[src/rtl/card_hand_bank_if.sv]
// Handshake and readout bundle between the game FSM / display side (master) and the card hand bank (slave).
interface card_hand_bank_if #(
    parameter int NUM_HANDS      = 2,
    parameter int CARDS_PER_HAND = 3
);
    localparam int HW = (NUM_HANDS > 1) ? $clog2(NUM_HANDS) : 1;
    localparam int CW = $clog2(CARDS_PER_HAND + 1);

    logic                                  new_round;
    logic                                  deal_req;
    logic [HW-1:0]                         deal_hand;
    logic                                  force_en;
    logic [3:0]                            force_card;
    logic                                  deal_ack;
    logic                                  deal_err;
    logic [3:0]                            last_card;
    logic [NUM_HANDS*CARDS_PER_HAND*4-1:0] cards_flat;
    logic [NUM_HANDS*CW-1:0]               counts_flat;
    logic [NUM_HANDS*4-1:0]                scores_flat;
    logic [NUM_HANDS-1:0]                  hand_full;

    modport master (
        output new_round, deal_req, deal_hand, force_en, force_card,
        input  deal_ack, deal_err, last_card, cards_flat, counts_flat, scores_flat, hand_full
    );

    modport slave (
        input  new_round, deal_req, deal_hand, force_en, force_card,
        output deal_ack, deal_err, last_card, cards_flat, counts_flat, scores_flat, hand_full
    );
endinterface

[src/rtl/card_hand_bank.sv]
// Baccarat hand storage: appends one drawn card per cycle to a hand and keeps a registered mod-10 score.
// Latency: state visible after the accepting edge, ack/err/last_card for one cycle after it; never stalls.
module card_hand_bank #(
    parameter int NUM_HANDS      = 2,
    parameter int CARDS_PER_HAND = 3
) (
    input logic             slow_clock,
    input logic             reset,
    card_hand_bank_if.slave bus
);
    localparam int HW = (NUM_HANDS > 1) ? $clog2(NUM_HANDS) : 1;
    localparam int CW = $clog2(CARDS_PER_HAND + 1);

    logic [3:0]    src;
    logic [3:0]    slot_q  [NUM_HANDS][CARDS_PER_HAND];
    logic [CW-1:0] cnt_q   [NUM_HANDS];
    logic [3:0]    score_q [NUM_HANDS];
    logic          ack_q;
    logic          err_q;
    logic [3:0]    last_q;

    logic [3:0]    card;
    logic [3:0]    pts;
    logic [3:0]    cur_score;
    logic [3:0]    new_score;
    logic [CW-1:0] cur_cnt;
    logic [4:0]    sum;
    logic          hand_ok;
    logic          card_ok;
    logic          room;
    logic          accept;

    assign card    = bus.force_en ? bus.force_card : src;
    assign card_ok = !bus.force_en || (bus.force_card != 4'd0 && bus.force_card <= 4'd13);

    // A power-of-two hand count makes every index legal; only otherwise is a range check needed.
    generate
        if ((1 << HW) == NUM_HANDS) begin : g_all_valid
            assign hand_ok = 1'b1;
        end else begin : g_range_chk
            assign hand_ok = (bus.deal_hand < HW'(NUM_HANDS));
        end
    endgenerate

    always_comb begin
        cur_cnt   = '0;
        cur_score = '0;
        for (int h = 0; h < NUM_HANDS; h++) begin
            if (bus.deal_hand == HW'(h)) begin
                cur_cnt   = cnt_q[h];
                cur_score = score_q[h];
            end
        end
    end

    assign room      = (cur_cnt < CW'(CARDS_PER_HAND));
    assign pts       = (card <= 4'd9) ? card : 4'd0;
    assign sum       = {1'b0, cur_score} + {1'b0, pts};
    assign new_score = (sum >= 5'd10) ? 4'(sum - 5'd10) : sum[3:0];
    assign accept    = bus.deal_req && !bus.new_round && hand_ok && room && card_ok;

    always_ff @(posedge slow_clock or posedge reset) begin
        if (reset) begin
            src    <= 4'd1;
            ack_q  <= 1'b0;
            err_q  <= 1'b0;
            last_q <= 4'd0;
            for (int h = 0; h < NUM_HANDS; h++) begin
                cnt_q[h]   <= '0;
                score_q[h] <= 4'd0;
                for (int s = 0; s < CARDS_PER_HAND; s++) slot_q[h][s] <= 4'd0;
            end
        end else begin
            src   <= (src == 4'd13) ? 4'd1 : src + 4'd1;
            ack_q <= 1'b0;
            err_q <= 1'b0;
            if (bus.new_round) begin
                // A deal arriving with new_round is dropped silently, so last_card keeps its value.
                for (int h = 0; h < NUM_HANDS; h++) begin
                    cnt_q[h]   <= '0;
                    score_q[h] <= 4'd0;
                    for (int s = 0; s < CARDS_PER_HAND; s++) slot_q[h][s] <= 4'd0;
                end
            end else if (bus.deal_req) begin
                ack_q  <= 1'b1;
                err_q  <= !accept;
                last_q <= accept ? card : 4'd0;
                for (int h = 0; h < NUM_HANDS; h++) begin
                    if (accept && bus.deal_hand == HW'(h)) begin
                        cnt_q[h]   <= cnt_q[h] + 1'b1;
                        score_q[h] <= new_score;
                        for (int s = 0; s < CARDS_PER_HAND; s++) begin
                            if (cnt_q[h] == CW'(s)) slot_q[h][s] <= card;
                        end
                    end
                end
            end
        end
    end

    assign bus.deal_ack  = ack_q;
    assign bus.deal_err  = err_q;
    assign bus.last_card = last_q;

    generate
        for (genvar h = 0; h < NUM_HANDS; h++) begin : g_hand
            assign bus.counts_flat[h*CW +: CW] = cnt_q[h];
            assign bus.scores_flat[h*4 +: 4]   = score_q[h];
            assign bus.hand_full[h]            = (cnt_q[h] == CW'(CARDS_PER_HAND));
            for (genvar s = 0; s < CARDS_PER_HAND; s++) begin : g_slot
                assign bus.cards_flat[(h*CARDS_PER_HAND+s)*4 +: 4] = slot_q[h][s];
            end
        end
    endgenerate
endmodule
[src/flat_wrapper.sv]
// flat-port wrapper written by rule: the top's interface ports become plain ports
module card_hand_bank_flat 
#(
    parameter int NUM_HANDS      = 2,
    parameter int CARDS_PER_HAND = 3
)
  (slow_clock, reset, bus_new_round, bus_deal_req, bus_deal_hand, bus_force_en, bus_force_card, bus_deal_ack, bus_deal_err, bus_last_card, bus_cards_flat, bus_counts_flat, bus_scores_flat, bus_hand_full);
  card_hand_bank_if #(.NUM_HANDS(NUM_HANDS), .CARDS_PER_HAND(CARDS_PER_HAND)) bus_i ();
  input logic slow_clock;
  input logic reset;
  input wire logic [$bits(bus_i.new_round)-1:0] bus_new_round;
  input wire logic [$bits(bus_i.deal_req)-1:0] bus_deal_req;
  input wire logic [$bits(bus_i.deal_hand)-1:0] bus_deal_hand;
  input wire logic [$bits(bus_i.force_en)-1:0] bus_force_en;
  input wire logic [$bits(bus_i.force_card)-1:0] bus_force_card;
  output wire logic [$bits(bus_i.deal_ack)-1:0] bus_deal_ack;
  output wire logic [$bits(bus_i.deal_err)-1:0] bus_deal_err;
  output wire logic [$bits(bus_i.last_card)-1:0] bus_last_card;
  output wire logic [$bits(bus_i.cards_flat)-1:0] bus_cards_flat;
  output wire logic [$bits(bus_i.counts_flat)-1:0] bus_counts_flat;
  output wire logic [$bits(bus_i.scores_flat)-1:0] bus_scores_flat;
  output wire logic [$bits(bus_i.hand_full)-1:0] bus_hand_full;
  assign bus_i.new_round = bus_new_round;
  assign bus_i.deal_req = bus_deal_req;
  assign bus_i.deal_hand = bus_deal_hand;
  assign bus_i.force_en = bus_force_en;
  assign bus_i.force_card = bus_force_card;
  assign bus_deal_ack = bus_i.deal_ack;
  assign bus_deal_err = bus_i.deal_err;
  assign bus_last_card = bus_i.last_card;
  assign bus_cards_flat = bus_i.cards_flat;
  assign bus_counts_flat = bus_i.counts_flat;
  assign bus_scores_flat = bus_i.scores_flat;
  assign bus_hand_full = bus_i.hand_full;
  card_hand_bank #(.NUM_HANDS(NUM_HANDS), .CARDS_PER_HAND(CARDS_PER_HAND)) u_core (.slow_clock(slow_clock), .reset(reset), .bus(bus_i));
endmodule
[config.mk]
export PLATFORM = sky130hd
export DESIGN_NAME = card_hand_bank_flat
export DESIGN_NICKNAME = d
export VERILOG_FILES = /design/src/rtl/card_hand_bank_if.sv /design/src/rtl/card_hand_bank.sv /design/src/flat_wrapper.sv
export SDC_FILE = /design/constraint.sdc
export NUM_CORES = 1
export LEC_CHECK = 0
export BUFFER_PORTS_ARGS = -buffer_cell sky130_fd_sc_hd__buf_2
export CAP_MARGIN = 20
export CORE_MARGIN = 3
export CORE_UTILIZATION = 55
export CTS_CLUSTER_DIAMETER = 150
export DETAILED_ROUTE_END_ITERATION = 10
export PLACE_DENSITY = 0.89
export RECOVER_POWER = 100
export SYNTH_ARGS = -nofsm -noshare
export SYNTH_HDL_FRONTEND = slang
export SYNTH_SLANG_ARGS = --single-unit
[constraint.sdc]
create_clock -name slow_clock -period 5.86 [get_ports slow_clock]
set_input_delay 0.293 -clock slow_clock [delete_from_list [all_inputs] [get_ports slow_clock]]
set_output_delay 0.293 -clock slow_clock [all_outputs]
set_load 0.05 [all_outputs]
==> results of run 1 <==
-- power by group through the flow --
stage	clock (mW)	combinational, mW	sequential [mW]
floorplan	0	0.0651	0.379
global placement	0	0.130	0.341
detailed placement	0	0.134	0.342
CTS	0.242	0.134	0.335
global route	0.256	0.136	0.337
finish	0.235	0.125	0.335
-- final cells by class --
cell class / instances / share of cell area
clock buffers: 5 / 0.0250
clock inverters: 3 / 0.0159
multi-input cells: 162 / 0.425
well taps: 50 / 0.0228
repair buffers: 54 / 0.0774
flip-flops and latches: 46 / 0.419
inverters: 11 / 0.0150
-- state kept, by name (all words and copies together) (netlist names) --
register,cells
u_core.bus.cards_flat,24
u_core.bus.counts_flat,4
u_core.bus.deal_ack,1
u_core.bus.deal_err,1
u_core.bus.last_card,4
u_core.bus.scores_flat,8
u_core.src,4
-- metrics by stage --
step	utilization	total power, mW	setup slack [ns]	cell area [sq um]
2_1_floorplan	-	0.444	3.03	2480
3_3_place_gp	0.666	0.472	2.94	2780
3_5_place_dp	0.666	0.475	2.78	2780
4_1_cts	0.693	0.712	2.85	2890
5_1_grt	0.659	0.729	2.51	2750
6_report	0.659	0.695	2.83	2750
-- synth_stat cells, types with 3 or more instances --
cell type   n
a21oi_1     5
clkbuf_1    3
dfrtp_1    45
ha_1       13
inv_1      10
mux2_2      7
mux2i_1    31
nand2_1    12
nand3_1     3
nand3b_1    6
nand4_2     6
nor2_1     35
o21a_1      3
o21ai_0    11
o31ai_1     4
xnor2_1     3
-- logic make-up after synthesis --
kind of cell | Yosys count | share of synthesized area
multiplexers | 38 | 0.157
AND/OR/NAND/NOR | 73 | 0.164
XOR/XNOR | 3 | 0.0106
adder cells (fa/ha/maj) | 14 | 0.0736
flip-flops | 46 | 0.464
AO/OA/AOI/OAI | 34 | 0.0982
buffers and inverters | 17 | 0.0332
-- worst max-delay path, delay by kind of cell (launching register included) --
family | cells | cell delay, ns
adders and majority gates | 3 | 0.92
AOI/OAI and AO/OA | 5 | 0.92
DFF | 1 | 0.41
xor gates and xnor gates | 1 | 0.28
and+or+nand+nor | 2 | 0.21
buffers and inverters | 2 | 0.17
-- worst paths after layout --
check	slack [ns]	start	cells past startpoint	end
setup / recovery	2.83	u_core.src[1]$_DFF_PP0_	13	u_core.bus.scores_flat[1]$_DFFE_PP0P_
max in group asynchronous	3.60	reset	3	u_core.bus.scores_flat[0]$_DFFE_PP0P_
setup reg to reg	2.83	u_core.src[1]$_DFF_PP0_	13	u_core.bus.scores_flat[1]$_DFFE_PP0P_
min in group asynchronous	0.89	reset	3	u_core.bus.cards_flat[4]$_DFFE_PP0P_
hold reg to reg	0.49	u_core.bus.last_card[1]$_DFFE_PP0P_	2	u_core.bus.last_card[1]$_DFFE_PP0P_
hold / removal	0.34	bus_deal_req	3	u_core.bus.deal_ack$_DFF_PP0_
-- layer usage --
metal / vias to the layer above / part of all wire
li1: 897 / -
met5: - / 0
met2: 57 / 0.49
met1: 906 / 0.42
met3: 6 / 0.071
met4: 0 / 0.012
==> results.sh, run 1 <==
export IMPL_clk_pin_slew_worst_paths_ns=0.08
export IMPL_cts_max_level=2
export IMPL_cts_tree="built"
export IMPL_yosysTopAreaCellShare=0.453
export IMPL_endpoint_kind="flip-flop"
export IMPL_area_growth_pct=10.7
export IMPL_fin_setup_tns_ns=0
export IMPL_cts_hold_buf=0
export IMPL_wl_per_cell_microns=15.8
export IMPL_vdd_ir_drop_max_v=0.000152
export IMPL_fin_skew_ns=0.00579
export IMPL_dp_hpwl_mm=3.87
export IMPL_drt_iter0_markers=106
export IMPL_worst_ep_required_time_ns=6.05
export IMPL_met1_usage=0.275
export IMPL_grt_pass1_vias=1844
export IMPL_period_needed_ns=3.03
export IMPL_p_per_area_nw_per_um2=253
export IMPL_start_util=0.595
export IMPL_num_io_pins=54
export IMPL_fmax_ghz=0.330
export IMPL_drc=0
export IMPL_finalHoldViolations=0
export IMPL_num_rows=23
export IMPL_p_int_mw=0.488
export IMPL_synth_edf_count=0
export IMPL_diodes=0
export IMPL_grt_pass1_wl_mm=8.79
export IMPL_grt_max_degree=47
export IMPL_drt_vias_per_instance=5.64
export IMPL_place_congestion=0.960
export IMPL_grt_busiest_layer="met2"
export IMPL_crit_path_start_kind="flip-flop"
export IMPL_cts_resized=0
export IMPL_worstSkewPairLatency_ns=0.29
export IMPL_gr_usage_all_layers=0.215
export IMPL_cts_made_buffers=5
export IMPL_setup_viol=0
export IMPL_cpPeakStageDelay_ns=0.43
export IMPL_power_switching_mw=0.208
export IMPL_power_frac_comb=0.179
export IMPL_final_common_cell="clkbuf_1"
export IMPL_dp_cells=323
export IMPL_violations="max-capacitance violations, max-slew violations"
export IMPL_worstSetupPathType="flip-flop to flip-flop"
export IMPL_leakage_nw=1.44
export IMPL_met2_usage=0.354
export IMPL_synth_area_sq_um=2480
export IMPL_slowest_stage="fa_1"
export IMPL_cts_sinks=46
export IMPL_synthCells=225
export IMPL_drive_above_1_share=0.0996
export IMPL_outcome="finished, violations left"
export IMPL_path_max_fanout=5
export IMPL_clockBufferDepth=2
export IMPL_yosysTopAreaCell="dfrtp_1"
export IMPL_dieArea_sq_um=5360
export IMPL_drv_slew=86
export IMPL_synth_seq_cells=46
export IMPL_period_share=0.517
export IMPL_root_buffer="clkbuf_8"
export IMPL_layout_common_cells="clkbuf_1, dfrtp_1, nor2_1"
export IMPL_drt_pass1_iterations=4
export IMPL_hold_class="primary input to flip-flop"
export IMPL_synth_seq_area_share=0.464
export IMPL_syn_nets=249
export IMPL_seq_area_sq_um=1150
export IMPL_synth_cell_types=40
export IMPL_max_slew_worst_pin_slew_ns=2.43
export IMPL_use_met3=0.0579
export IMPL_grt_antenna_before_repair=0
export IMPL_ys_async_sr_fraction=1.00
export IMPL_chipWidth_microns=73.2
export IMPL_fp_dieH_microns=73.2
export IMPL_multi_input_area_sq_um=1170
export IMPL_fillers=341
export IMPL_synth_flop_cell="dfrtp_1"
export IMPL_fin_nets=304
export IMPL_switching_share=0.299
export IMPL_p_seq_frac=0.482
export IMPL_worstPathArrival_ns=3.22
export IMPL_synth_warnings=0
export IMPL_relSlewSlack=-0.621
export IMPL_grt_overflow=0
export IMPL_rsz0062_at_grt="false"
export IMPL_crit_chain="inv_1 -> o21a_1 -> nand2_1 -> a21oi_1 -> ha_1 -> fa_1 -> xnor2_1 -> ha_1 -> inv_1 -> a221oi_1 -> nor3_1 -> o21a_1 -> o31ai_1"
export IMPL_syn_avg_cell_area_sq_um=11.0
export IMPL_clock_power_share=0.338
export IMPL_layoutNonFillerInstCount=331
export IMPL_timing_hold_ws_ns=0.336
export IMPL_drt_total_wl_mm=5.22
export IMPL_max_cap_violations=2
export IMPL_dr_total_vias=1866
export IMPL_core_area_sq_um=4170
export IMPL_post_cts_setup_buffers=0
export IMPL_netlist_top_cells_area="dfrtp_1, mux2i_1, ha_1, nor2_1, mux2_2"
export IMPL_ant_nets=0
export IMPL_io_buffers=53
Note: power is estimated with default switching activity, not from simulation.
==> run 2: changes to the inputs <==
CORE_UTILIZATION = 54   (was 55)
PLACE_DENSITY = 0.87   (was 0.89)
clock period = 3.05 ns   (was 5.86 ns; I/O delays follow)
==> results.sh, run 2 (synthesized netlist as in run 1, its figures left out) <==
export IMPL_core_area_sq_um=4380
export IMPL_hold_class="primary input to flip-flop"
export IMPL_drv_slew=31
export IMPL_drt_vias_per_instance=5.60
export IMPL_drt_total_wl_mm=5.14
export IMPL_period_needed_ns=2.91
export IMPL_drc=0
export IMPL_area_growth_pct=12.6
export IMPL_path_max_fanout=6
export IMPL_io_buffers=53
export IMPL_drive_above_1_share=0.130
export IMPL_p_per_area_nw_per_um2=455
export IMPL_p_total_mw=1.27
export IMPL_chipWidth_microns=73.8
export IMPL_fin_nets=307
export IMPL_endpoint_kind="flip-flop"
export IMPL_dp_hpwl_mm=3.77
export IMPL_wl_per_cell_microns=15.3
export IMPL_drt_pass1_iterations=4
export IMPL_fin_setup_tns_ns=0
export IMPL_worstSetupPathType="flip-flop to flip-flop"
export IMPL_cts_max_level=2
export IMPL_max_slew_worst_pin_slew_ns=1.58
export IMPL_num_rows=24
export IMPL_period_share=0.954
export IMPL_largest_reg_flops=24
export IMPL_vdd_ir_drop_max_v=0.000362
export IMPL_clk_pin_slew_worst_paths_ns=0.09
export IMPL_max_cap_violations=2
export IMPL_grt_overflow=0
export IMPL_cts_sinks=46
export IMPL_grt_max_degree=39
export IMPL_cts_tree="built"
export IMPL_rsz0062_at_grt="false"
export IMPL_worst_ep_required_time_ns=3.25
export IMPL_violations="max-capacitance violations, max-slew violations"
export IMPL_fin_skew_ns=0.00640
export IMPL_outcome="finished, violations left"
export IMPL_setup_viol=0
export IMPL_root_buffer="clkbuf_8"
export IMPL_drt_iter0_markers=133
export IMPL_grt_antenna_before_repair=0
export IMPL_timing_hold_ws_ns=0.233
export IMPL_worstPathArrival_ns=3.11
export IMPL_multi_input_area_sq_um=1210
export IMPL_leakage_nw=1.44
export IMPL_worstSkewPairLatency_ns=0.31
export IMPL_num_io_pins=54
export IMPL_relSlewSlack=-0.0506
export IMPL_place_area_sq_um=2780
export IMPL_critPathLaunch="u_core.src[2]$_DFF_PP0_"
export IMPL_finalHoldViolations=0
export IMPL_fin_area_sq_um=2800
export IMPL_layoutNonFillerInstCount=336
export IMPL_fp_dieH_microns=73.8
export IMPL_reg2reg_from="u_core.src[2]$_DFF_PP0_"
export IMPL_grt_pass1_vias=1817
export IMPL_seq_area_sq_um=1150
export IMPL_grt_pass1_wl_mm=8.63
export IMPL_cts_made_buffers=5
export IMPL_dp_cells=325
export IMPL_dieArea_sq_um=5450
export IMPL_fmax_ghz=0.344
export IMPL_clockBufferDepth=2
export IMPL_gr_usage_all_layers=0.206
export IMPL_crit_path_start_kind="flip-flop"
export IMPL_final_common_cell="clkbuf_1"
export IMPL_ant_nets=0
export IMPL_layout_common_cells="clkbuf_1, dfrtp_1, nor2_1"
export IMPL_start_util=0.566
export IMPL_dr_total_vias=1883
export IMPL_hp_start="bus_force_card[0]"
export IMPL_fillers=364
export IMPL_place_congestion=0.947
export IMPL_diodes=0
## run 2: through the flow
step | util | setup slack, ns
CTS | 0.657 | 0.00653
global placement | 0.634 | 0.254
finish | 0.638 | 0.141
floorplan | - | 0.215
global route | 0.638 | 0.00851
detailed placement | 0.634 | 0.0437
## run 2: power by group
group | leakage (nW) | total (mW) | internal [mW] | switching [mW]
registers | 0.618 | 0.645 | 0.630 | 0.0153
clock network | 0.0441 | 0.374 | 0.161 | 0.213
logic | 0.779 | 0.253 | 0.0711 | 0.182
## run 2: timing repair
action	4_1_cts	5_1_grt
hold buffers	1	0
endpoints found under the setup margin	0	6
endpoints found under the hold margin	15	0
buffers inserted	0	2
gates resized for setup	0	4
## run 2: worst max-delay path: stages (launching register included)
cell and delay (ns):
dfrtp_1 0.46, mux2i_2 0.26, nand2_1 0.12, a21oi_1 0.17
ha_1 0.20, fa_2 0.48, inv_1 0.08, ha_2 0.20
inv_1 0.08, a221oi_2 0.22, nor3_2 0.10, o21a_1 0.19
o31ai_1 0.25
## run 2: routing by layer
layer	global-route usage	wire length [microns]	vias to the layer above
met1	0.257	2150	916
met5	0	0	-
met2	0.343	2600	56
met4	0.0704	71	0
li1	-	-	904
met3	0.0575	313	7
## run 2: area by class of cell
type / instances / share of cell area
Sequential cell: 46 / 0.412
Multi-Input combinational cell: 162 / 0.433
Inverter: 11 / 0.0148
Clock inverter: 3 / 0.00761
Tap cell: 52 / 0.0233
Timing Repair Buffer: 57 / 0.0850
Clock buffer: 5 / 0.0246
## run 2: path summary, 6_finish.rpt
kind                                                         endpoint  slack (ns)  cells past startpoint
max in group asynchronous       u_core.bus.scores_flat[0]$_DFFE_PP0P_        0.88                      4
worst min register to register    u_core.bus.last_card[0]$_DFFE_PP0P_        0.49                      2
min in group asynchronous                     u_core.src[1]$_DFF_PP0_        0.36                      3
worst max-delay path            u_core.bus.scores_flat[1]$_DFFE_PP0P_        0.14                     12
worst min-delay path              u_core.bus.last_card[0]$_DFFE_PP0P_        0.23                      3
worst max register to register  u_core.bus.scores_flat[1]$_DFFE_PP0P_        0.14                     12
==> run 3: changes to the inputs <==
CELL_PAD_IN_SITES_DETAIL_PLACEMENT = 0   (was not set)
CELL_PAD_IN_SITES_GLOBAL_PLACEMENT = 1   (was not set)
CORE_UTILIZATION = 42   (was 54)
MAX_ROUTING_LAYER = met4   (was not set)
==> results.sh, run 3 (synthesized netlist as in run 1, its figures left out) <==
export IMPL_crit_chain="inv_1 -> o21a_1 -> nand2_1 -> a21oi_1 -> ha_1 -> fa_2 -> inv_1 -> ha_2 -> inv_1 -> a221oi_2 -> nor3_2 -> o21a_1 -> o31ai_1"
export IMPL_dieArea_sq_um=6870
export IMPL_start_util=0.443
export IMPL_fin_setup_tns_ns=0
export IMPL_drc=0
export IMPL_endpoint_kind="flip-flop"
export IMPL_chipWidth_microns=82.9
export IMPL_min_path_cells=3
export IMPL_fin_area_sq_um=2920
export IMPL_layoutNonFillerInstCount=356
export IMPL_rsz0062_at_grt="true"
export IMPL_period_needed_ns=2.80
export IMPL_worstPathArrival_ns=3.01
export IMPL_reg2regPathDepth=13
export IMPL_fin_nets=307
export IMPL_drt_pass1_iterations=4
export IMPL_hp_start="bus_force_card[0]"
export IMPL_path_buf_inv=3
export IMPL_vdd_ir_drop_max_v=0.000346
export IMPL_period_share=0.919
export IMPL_drv_slew=39
export IMPL_violations="max-capacitance violations, max-slew violations"
export IMPL_crit_path_start_kind="flip-flop"
export IMPL_fp_dieH_microns=82.9
export IMPL_dp_hpwl_mm=3.86
export IMPL_max_slew_worst_pin_slew_ns=1.68
export IMPL_wl_per_cell_microns=15.4
export IMPL_crit_family="compound AO/OA/AOI/OAI gates"
export IMPL_diodes=0
export IMPL_fillers=565
export IMPL_slowest_stage="fa_2"
export IMPL_grt_pass1_wl_mm=9.08
export IMPL_max_cap_violations=1
export IMPL_clk_pin_slew_worst_paths_ns=0.09
export IMPL_grt_overflow=0
export IMPL_num_rows=27
export IMPL_largest_reg_flops=24
export IMPL_relSlewSlack=-0.117
export IMPL_seq_area_sq_um=1150
export IMPL_gr_usage_all_layers=0.166
export IMPL_whs_endpoint="u_core.bus.last_card[0]$_DFFE_PP0P_"
export IMPL_cts_tree="built"
export IMPL_clockBufferDepth=2
export IMPL_reg2reg_from="u_core.src[1]$_DFF_PP0_"
export IMPL_path_max_fanout=5
export IMPL_cts_made_buffers=5
export IMPL_cpPeakStageDelay_ns=0.48
export IMPL_multi_input_area_sq_um=1260
export IMPL_grt_antenna_before_repair=0
export IMPL_finalHoldViolations=0
export IMPL_drt_vias_per_instance=5.25
export IMPL_drt_iter0_markers=117
export IMPL_dp_cells=346
export IMPL_p_per_area_nw_per_um2=497
export IMPL_ant_nets=0
export IMPL_path_common_cell="inv_1"
export IMPL_root_buffer="clkbuf_8"
export IMPL_worstSkewPairLatency_ns=0.31
export IMPL_cts_sinks=46
export IMPL_r2r_slack_ns=0.25
export IMPL_io_buffers=53
export IMPL_r2r_end="u_core.bus.scores_flat[2]$_DFFE_PP0P_"
export IMPL_cts_max_level=2
export IMPL_drt_total_wl_mm=5.47
export IMPL_final_common_cell="clkbuf_1"
export IMPL_leakage_nw=1.49
export IMPL_layout_common_cells="clkbuf_1, dfrtp_1, nor2_1"
export IMPL_grt_pass1_vias=1843
export IMPL_worstSetupPathType="flip-flop to flip-flop"
export IMPL_dr_total_vias=1868
export IMPL_place_congestion=0.834
export IMPL_worst_ep_required_time_ns=3.26
export IMPL_area_growth_pct=17.5
export IMPL_outcome="finished, violations left"
export IMPL_drive_above_1_share=0.158
export IMPL_place_area_sq_um=2810
export IMPL_setup_viol=0
export IMPL_fin_skew_ns=0.00754
export IMPL_hold_class="primary input to flip-flop"
export IMPL_num_io_pins=54
export IMPL_grt_max_degree=47
export IMPL_core_area_sq_um=5610
export IMPL_fmax_ghz=0.357
[run 3: cell types whose count changed in the layout (fill, tap and decap cells not counted), sizes merged]
cell / change
buf: -1
bufinv: +2
clkbuf: +1
clkinv: -1
clkinvlp: -1
[run 3: layer usage]
layer | part of all wire | global-route usage | up-vias
met4 | 0.011 | 0.0535 | 0
met3 | 0.056 | 0.0317 | 7
met5 | 0 | - | -
met1 | 0.45 | 0.217 | 900
met2 | 0.48 | 0.262 | 56
li1 | - | - | 905
[run 3: power breakdown]
group          internal [mW]  switching (mW)  total [mW]
Combinational         0.0714           0.187       0.258
Clock                  0.328           0.220       0.548
Sequential             0.630          0.0158       0.646
[run 3: worst max-delay path by stage]
| stage | start | to | slack [ns] | cells after the start |
|---|---|---|---|---|
| after floorplan | u_core.bus.scores_flat[4]$_DFFE_PP0P_ | u_core.bus.scores_flat[1]$_DFFE_PP0P_ | 0.22 | 10 |
| after global placement | u_core.src[1]$_DFF_PP0_ | u_core.bus.scores_flat[1]$_DFFE_PP0P_ | 0.24 | 13 |
| after detailed placement | u_core.src[1]$_DFF_PP0_ | u_core.bus.scores_flat[2]$_DFFE_PP0P_ | 0.12 | 13 |
| after CTS | u_core.src[1]$_DFF_PP0_ | u_core.bus.scores_flat[2]$_DFFE_PP0P_ | 0.06 | 13 |
| after global routing | u_core.src[1]$_DFF_PP0_ | u_core.bus.scores_flat[6]$_DFFE_PP0P_ | 0.0009 | 13 |
| final | u_core.src[1]$_DFF_PP0_ | u_core.bus.scores_flat[2]$_DFFE_PP0P_ | 0.25 | 13 |
[run 3: layout make-up]
type | count | area share
Sequential cell | 46 | 0.395
Clock inverter | 3 | 0.0236
Inverter | 11 | 0.0141
Multi-Input combinational cell | 162 | 0.432
Timing Repair Buffer | 57 | 0.0806
Clock buffer | 5 | 0.0236
Tap cell | 72 | 0.0309
[run 3: timing repair]
item	CTS	global route
setup buffers	0	1
hold buffers	1	0
endpoints found under the setup margin	0	5
endpoints found under the hold margin	5	0
resized for setup	0	5
[run 3: worst reg2reg max path: cells and delay by family (launching register included)]
kind	cells	cell delay, ns
and+or+nand+nor	2	0.18
buffers and inverters	3	0.27
AOI/OAI and AO/OA	5	0.97
adders and majority gates	3	0.88
DFF	1	0.42
[run 3: per-stage QoR]
| stage | util | power (mW) | hold WS [ns] | worst slack [ns] |
|---|---|---|---|---|
| after floorplan | - | 0.854 | 0.358 | 0.215 |
| final | 0.521 | 1.45 | 0.251 | 0.246 |
| after CTS | 0.528 | 1.46 | 0.237 | 0.0632 |
| after global placement | 0.502 | 0.911 | 0.334 | 0.237 |
| after global routing | 0.521 | 1.51 | 0.255 | 0.000944 |
| after detailed placement | 0.502 | 0.915 | 0.335 | 0.121 |
